$ cat src/rtl/video_ts_sched_pkg.sv
// Shared types for the video task scheduler: FSM states, the renderer task
// layout and the layer-to-source mapping.
package video_ts_sched_pkg;

    localparam int         NUM_LAYERS = 5;
    localparam logic [2:0] LAYER_NONE = 3'd7;

    typedef enum logic [1:0] {
        ST_IDLE  = 2'd0,
        ST_LAYER = 2'd1,
        ST_DRAIN = 2'd2,
        ST_DONE  = 2'd3
    } state_e;

    // MSB-to-LSB order matches the 40-bit task buses of both sources
    typedef struct packed {
        logic [3:0] pal;
        logic [7:0] page;
        logic [8:0] line;
        logic [5:0] addr;
        logic       flip;
        logic [2:0] x_size;
        logic [8:0] x_coord;
    } ts_task_t;

    // Odd layers are fed by the tile source, even layers by the sprite source
    function automatic logic is_tile_layer(input logic [2:0] idx);
        return idx[0];
    endfunction

endpackage

$ cat src/rtl/video_ts_layer_next.sv
// Finds the next enabled layer at or above (incl_cur=1) or strictly above
// (incl_cur=0) the given index.
module video_ts_layer_next
    import video_ts_sched_pkg::*;
(
    input  logic [NUM_LAYERS-1:0] layer_en,
    input  logic [2:0]            cur_idx,
    input  logic                  incl_cur,
    output logic [2:0]            next_idx,
    output logic                  none_left
);

    // Scan downwards so the lowest qualifying index is the one left standing
    always_comb begin
        next_idx  = LAYER_NONE;
        none_left = 1'b1;
        for (int i = NUM_LAYERS - 1; i >= 0; i--) begin
            if (layer_en[i] && ((incl_cur && (3'(i) >= cur_idx)) || (3'(i) > cur_idx))) begin
                next_idx  = 3'(i);
                none_left = 1'b0;
            end
        end
    end

endmodule

$ cat src/rtl/video_ts_sched.sv
// Per-line layer scheduler: walks the enabled layers in order, hands sprite or
// tile tasks to the renderer, then waits for the renderer to drain.
module video_ts_sched
    import video_ts_sched_pkg::*;
(
    input  logic        clk,
    input  logic        rst_n,
    input  logic        line_start,
    input  logic [4:0]  layer_en,
    input  logic        spr_valid,
    input  logic        spr_last,
    input  logic        spr_nop,
    input  logic [39:0] spr_task,
    output logic        spr_ready,
    input  logic        tile_valid,
    input  logic        tile_last,
    input  logic        tile_nop,
    input  logic [39:0] tile_task,
    output logic        tile_ready,
    input  logic        mem_rdy,
    output logic        tsr_go,
    output logic [8:0]  x_coord,
    output logic [2:0]  x_size,
    output logic        flip,
    output logic [5:0]  addr,
    output logic [8:0]  line,
    output logic [7:0]  page,
    output logic [3:0]  pal,
    output logic [2:0]  layer,
    output logic        line_done
);

    state_e     state_q, state_d;
    logic [2:0] idx_q, idx_d;
    logic       line_done_q, line_done_d;

    logic       in_layer, tile_sel;
    logic       g_valid, g_last, g_nop, handshake;
    ts_task_t   g_task, out_task;
    logic [2:0] first_idx, next_idx;
    logic       first_none, next_none;

    video_ts_layer_next u_first (
        .layer_en  (layer_en),
        .cur_idx   (3'd0),
        .incl_cur  (1'b1),
        .next_idx  (first_idx),
        .none_left (first_none)
    );

    video_ts_layer_next u_next (
        .layer_en  (layer_en),
        .cur_idx   (idx_q),
        .incl_cur  (1'b0),
        .next_idx  (next_idx),
        .none_left (next_none)
    );

    // A line_start in the same clk wins: the offered task is left unconsumed
    always_comb begin
        in_layer  = (state_q == ST_LAYER);
        tile_sel  = is_tile_layer(idx_q);
        g_valid   = in_layer && (tile_sel ? tile_valid : spr_valid);
        g_last    = tile_sel ? tile_last : spr_last;
        g_nop     = tile_sel ? tile_nop : spr_nop;
        g_task    = tile_sel ? ts_task_t'(tile_task) : ts_task_t'(spr_task);
        tsr_go    = g_valid && !g_nop && mem_rdy && !line_start;
        handshake = tsr_go || (g_valid && g_nop && !line_start);
        out_task  = in_layer ? g_task : '0;
    end

    assign spr_ready  = handshake && !tile_sel;
    assign tile_ready = handshake && tile_sel;
    assign x_coord    = out_task.x_coord;
    assign x_size     = out_task.x_size;
    assign flip       = out_task.flip;
    assign addr       = out_task.addr;
    assign line       = out_task.line;
    assign page       = out_task.page;
    assign pal        = out_task.pal;
    assign layer      = in_layer ? idx_q : LAYER_NONE;
    assign line_done  = line_done_q;

    always_comb begin
        state_d     = state_q;
        idx_d       = idx_q;
        line_done_d = 1'b0;
        if (line_start) begin
            if (first_none) begin
                state_d = ST_DRAIN;
            end else begin
                state_d = ST_LAYER;
                idx_d   = first_idx;
            end
        end else begin
            unique case (state_q)
                ST_LAYER: begin
                    if (handshake && g_last) begin
                        if (next_none) begin
                            state_d = ST_DRAIN;
                        end else begin
                            idx_d = next_idx;
                        end
                    end
                end
                ST_DRAIN: begin
                    if (mem_rdy) begin
                        state_d     = ST_DONE;
                        line_done_d = 1'b1;
                    end
                end
                ST_IDLE, ST_DONE: begin
                    state_d = state_q;
                end
                default: state_d = ST_IDLE;
            endcase
        end
    end

    always_ff @(posedge clk or negedge rst_n) begin
        if (!rst_n) begin
            state_q     <= ST_IDLE;
            idx_q       <= 3'd0;
            line_done_q <= 1'b0;
        end else begin
            state_q     <= state_d;
            idx_q       <= idx_d;
            line_done_q <= line_done_d;
        end
    end

endmodule
$ cat config.mk
export PLATFORM = sky130hd
export DESIGN_NAME = video_ts_sched
export DESIGN_NICKNAME = d
export VERILOG_FILES = /design/src/rtl/video_ts_sched_pkg.sv /design/src/rtl/video_ts_layer_next.sv /design/src/rtl/video_ts_sched.sv
export SDC_FILE = /design/constraint.sdc
export NUM_CORES = 1
export LEC_CHECK = 0
export ABC_AREA = 1
export BUFFER_PORTS_ARGS = -buffer_cell sky130_fd_sc_hd__buf_2
export CAP_MARGIN = 20
export CORE_ASPECT_RATIO = 2
export CORE_MARGIN = 10
export CORE_UTILIZATION = 36
export DETAILED_ROUTE_END_ITERATION = 10
export PLACE_DENSITY = 0.87
export SETUP_SLACK_MARGIN = 0.1
export SLEW_MARGIN = 5
export SYNTH_ARGS = -nofsm -noshare
export SYNTH_HDL_FRONTEND = slang
export SYNTH_SLANG_ARGS = --single-unit
$ cat constraint.sdc
create_clock -name clk -period 2.25 [get_ports clk]
set_input_delay 0.1125 -clock clk [delete_from_list [all_inputs] [get_ports clk]]
set_output_delay 0.1125 -clock clk [all_outputs]
set_load 0.03 [all_outputs]
-- Word level (Yosys, flattened, before mapping)
Cells that the tools add are included.
- magnitude comparators: 5
- equality and inequality tests: 9
- mux-type cells: 40
- reduce and logical (&&, ||, !) cells: 24
- operator list (cell ; count):
    $mux W40 ; 2
    $mux W3 ; 14
    $mux W1 ; 16
    $logic_and A1 B1 Y1 ; 14
    $mux W2 ; 7
    $reduce_and A4 Y1 ; 2
    $gt A1 B3 Y1 const A ; 2
    $gt A2 B3 Y1 const A ; 2
    $ne A2 B2 Y1 const B ; 3
    $ne A3 B2 Y1 const B ; 2
    $eq A2 B2 Y1 const B ; 2
    $pmux W2 S2 ; 1
    $reduce_bool A2 Y1 ; 2
    $gt A3 B3 Y1 const A ; 1
    $logic_not A1 Y1 ; 3
    $ne A3 B3 Y1 const B ; 1
    $eq A2 B1 Y1 const B ; 1
    $logic_not A2 Y1 ; 1
    $reduce_or A2 Y1 ; 1
    $logic_or A1 B1 Y1 ; 1
- register bits: 6
- input bits: 95
- output and inout bits: 47
- logic and storage cells: 81

-- Longest topological paths before layout
- word-level depth: 11
- mapped depth: 11
- depth with buffers taken out: 11

-- Hierarchy
From an unflattened synthesis, not the netlist that was laid out.
- cell total of the unflattened synthesis: 264
- area total of the unflattened synthesis: 1318.8 um^2
- modules (own cells, without submodules) (module ; instances ; cells each ; area an instance (um^2) ; sequential area each (um^2)):
    video_ts_sched ; 1 ; 208 ; 1048.5 ; 150.1
    video_ts_layer_next ; 2 ; 28 ; 135.1 ; 0.0

-- Worst setup path after synthesis
Ideal clock, no wire load.
- kind: reg-to-output
- start point: reg state_q[1]
- end point: out tsr_go
- arrival: 1601 ps
- required time: 2138 ps
- path slack: 536 ps
- cell stages (with the launch flop): 7
- buffers on the path: 0
- path through: dfrtp_1 -> inv_1 -> ha_1 -> inv_2 -> nor2_8 -> nand2_2 -> nor3_1
- cells in the longest elaborated chain, start to end: 5
- RTL lines (element ; RTL line ; source):
    from (decl) ; video_ts_sched.sv:33 ; state_e state_q, state_d;
    from (signal assigned) ; video_ts_sched.sv:126 ; state_q <= state_d;
    $eq A2 B1 Y1 ; video_ts_sched.sv:61 ; in_layer = (state_q == ST_LAYER);
    $logic_and A1 B1 Y1 ; video_ts_sched.sv:63 ; g_valid = in_layer && (tile_sel ? tile_valid : spr_valid);
    $logic_and A1 B1 Y1 (3 in series) ; video_ts_sched.sv:67 ; tsr_go = g_valid && !g_nop && mem_rdy && !line_start;
    to (decl) ; video_ts_sched.sv:21 ; output logic tsr_go,
No other way between the ends.

-- Worst setup path after layout
- start point: reg state_q[1]
- end point: out line[5]
- cells in the longest elaborated chain, start to end: 2
- RTL lines (element ; RTL line ; source):
    $eq A2 B1 Y1 ; video_ts_sched.sv:61 ;
    $mux W40 ; video_ts_sched.sv:69 ; out_task = in_layer ? g_task : '0;
    to (decl) ; video_ts_sched.sv:26 ; output logic [8:0] line,
No other way between the ends.

==> flow_summary.yaml <==
logic_synthesis:
  synth_seq_cells: 6
  syn-num-nets: 333
  seq_area_frac_synth_pct: 12.6
  synth_top_family_by_area: "simple AND/OR/NAND/NOR gates"
  synth-adder-area-share_pct: 2.11
  synth-simple-area-share_pct: 55.5
  netlist_instances: 236
  synth_warnings: 0
  synth_mux_area_share_pct: 0
  synthesis.area_um2: 1190
  syn_avg_cell_area_um2: 5.03
  ys_types: 23
  synth_top_area_share_pct: 27.8
  synth_top_area_cell: "nor2_1"
  synth_compound_area_share_pct: 19.8
  synth_xor_xnor_area_share_pct: 0
  synth_area_leaders: "nor2_1 (28%), o21ai_0 (18%), dfrtp_1 (13%)"
layout:
  diodes: 0
  finish.utilization_pct: 60.9
  final_cell_mix: "buf_2 (141), nor2_1 (88), o21ai_0 (42)"
  drive_gt1_share_pct: 43.0
  area_growth_pct: 63.6
  final_common_cell: "buf_2"
  nets: 469
  filler_cell_count: 319
placement:
  port_buffers: 141
  gp_congestion: 0.868
  dp_hpwl_um: 5290
worst_setup_path:
  start_kind: "flip-flop"
  cp_max_fo: 42
  worstPathRequired_ns: 2.14
  critPathKind: "flip-flop to primary output"
  path_cells: "inv_1, ha_1, buf_4, o21ai_0, nor2_1, buf_2"
  critPathMaxStageDelay_ns: 0.39
  path_buf_inv: 3
  slowest_stage: "dfrtp_1"
  cp.arrival_ns: 1.69
  crit_family: "buffers and inverters"
  end_kind: "primary output"
floorplan:
  num_rows: 29
  die-area_um2: 6130
  core_um2: 3190
  die_w_um: 60.6
  die_y_um: 101
  initial_core_util_pct: 37.2
  ios: 142
sta:
  rsz0062_at_grt: "no"
  fin_skew_ns: 0.00163
  fin_crit_sh_pct: 80.3
  setup_viol: 0
  tightest_slew_ns: 0.426
  fin_setup_tns_ns: 0
  relSlewSlack_pct: 71.6
  timing.fmax_mhz: 554
  slew_viol_final: 0
  min_period_ns: 1.81
  finalHoldViolations: 0
power:
  leakagePower_uw: 0.00123
  powerDensity_nw_per_um2: 1310
  peakVddDrop_mv: 0.644
clock_tree:
  clock_sinks: 6
  root_buffer: "clkbuf_8"
  cts_resized: 0
  cts_buffers: 3
  hold_buffers: 1
  clock_path_buffers: 2
  path_clk_slew_ns: 0.03
  clkLatencyLatePin_ns: 0.23
  htreeDepth: 1
  cts_tree: "done"
  cts_setup_buffers: 0
detailed_routing:
  wire_per_inst_um: 15.4
  drc: 0
  wirelength_um: 6170
  viasPerCell: 4.96
  drt_iter0_markers: 81
  vias: 1990
  first_pass_iters: 4
  ant_nets: 0
outcome:
  status: "complete, no violations"
grt:
  gr-usage-all-layers_pct: 18.6
  grt_pass1_vias: 1778
  grt_pass1_wl_um: 9100
  grt_antenna_before_repair: 0
  grt-ovfl-total: 0
  grt_max_degree: 47
run:
  maxCapViolCount: 0
min_path:
  hp-class: "input port to flip-flop"
## per-layer routing
metal	global-route usage, %	vias to the layer above	part of all wire (%)
li1	-	1026	-
met5	0	-	0
met3	5.14	17	11
met2	34.7	108	54
met4	7.98	0	2.8
met1	17.8	839	32
## tightest hold or removal path: stages
cell,delay [ns]
buf_2,0.12
inv_1,0.07
nor3_1,0.05
## power breakdown
group          total (uW)  switching [uW]  internal [uW]  leakage [uW]
sequential            203            45.8            157     0.0000758
clock                 167            51.4            115     0.0000216
combinational        2180            1590            594       0.00113
total                2550            1680            866       0.00123
## cells by family (layout without fill, tap and decap cells)
kind of cell / count (synthesis) / after routing
AND/OR/NAND/NOR: 154 / 154
flip-flops: 6 / 6
adder cells (fa/ha/maj): 2 / 2
buffers and inverters: 28 / 162
AO/OA/AOI/OAI: 46 / 46
## through the flow
| step | hold WS (ns) | std cells | total power [uW] | setup WS [ns] | cell area, um^2 |
|---|---|---|---|---|---|
| 5_1_grt | 0.190 | 401 | 2780 | 0.306 | 1940 |
| 4_1_cts | 0.173 | 401 | 2560 | 0.428 | 1940 |
| 3_3_place_gp | -0.0517 | 397 | 2360 | 0.707 | 1890 |
| 6_report | 0.165 | 401 | 2550 | 0.443 | 1940 |
| 2_1_floorplan | -0.183 | 236 | 1790 | 0.536 | 1190 |
| 3_5_place_dp | -0.0518 | 397 | 2390 | 0.670 | 1890 |
## synthesized netlist by cell type
cell / instances
inv_1: 9
o21ai_0: 42
nor3_1: 3
ha_1: 2
nor2_4: 1
o31ai_1: 1
buf_2: 5
a21oi_1: 1
clkbuf_1: 8
nand2_1: 39
inv_4: 1
o21bai_1: 1
nand3_1: 10
o21ai_1: 1
nor2_8: 1
dfrtp_1: 6
nand3_2: 3
inv_2: 3
nand2_2: 3
clkinv_1: 1
buf_4: 1
nor2_1: 88
nand4_1: 6
## registers in the layout (all words and copies together) (netlist names)
register   count
state_q        2
line_done      1
idx_q          3
## worst paths after layout
kind	start	to	slack (ns)	depth (start not counted)
max	state_q[1]$_DFFE_PN0P_	line[5]	0.44	6
min	mem_rdy	line_done$_DFF_PN0_	0.16	3
max reg2reg	idx_q[0]$_DFFE_PN0P_	idx_q[2]$_DFFE_PN0P_	0.70	8
min reg2reg	state_q[1]$_DFFE_PN0P_	state_q[1]$_DFFE_PN0P_	0.51	2
max in group asynchronous	rst_n	state_q[0]$_DFFE_PN0P_	1.85	2
min in group asynchronous	rst_n	idx_q[1]$_DFFE_PN0P_	0.25	2
## layout make-up
type / instances / area [um^2] / area share [%]
timing repair buffer: 145 / 738 / 38.0
multi-input combinational: 202 / 920 / 47.3
clock buffer: 3 / 41.3 / 2.12
sequential: 6 / 150 / 7.73
inverter: 14 / 55.1 / 2.83
tap: 31 / 38.8 / 2.00
Note: power is estimated with default switching activity, not from simulation.
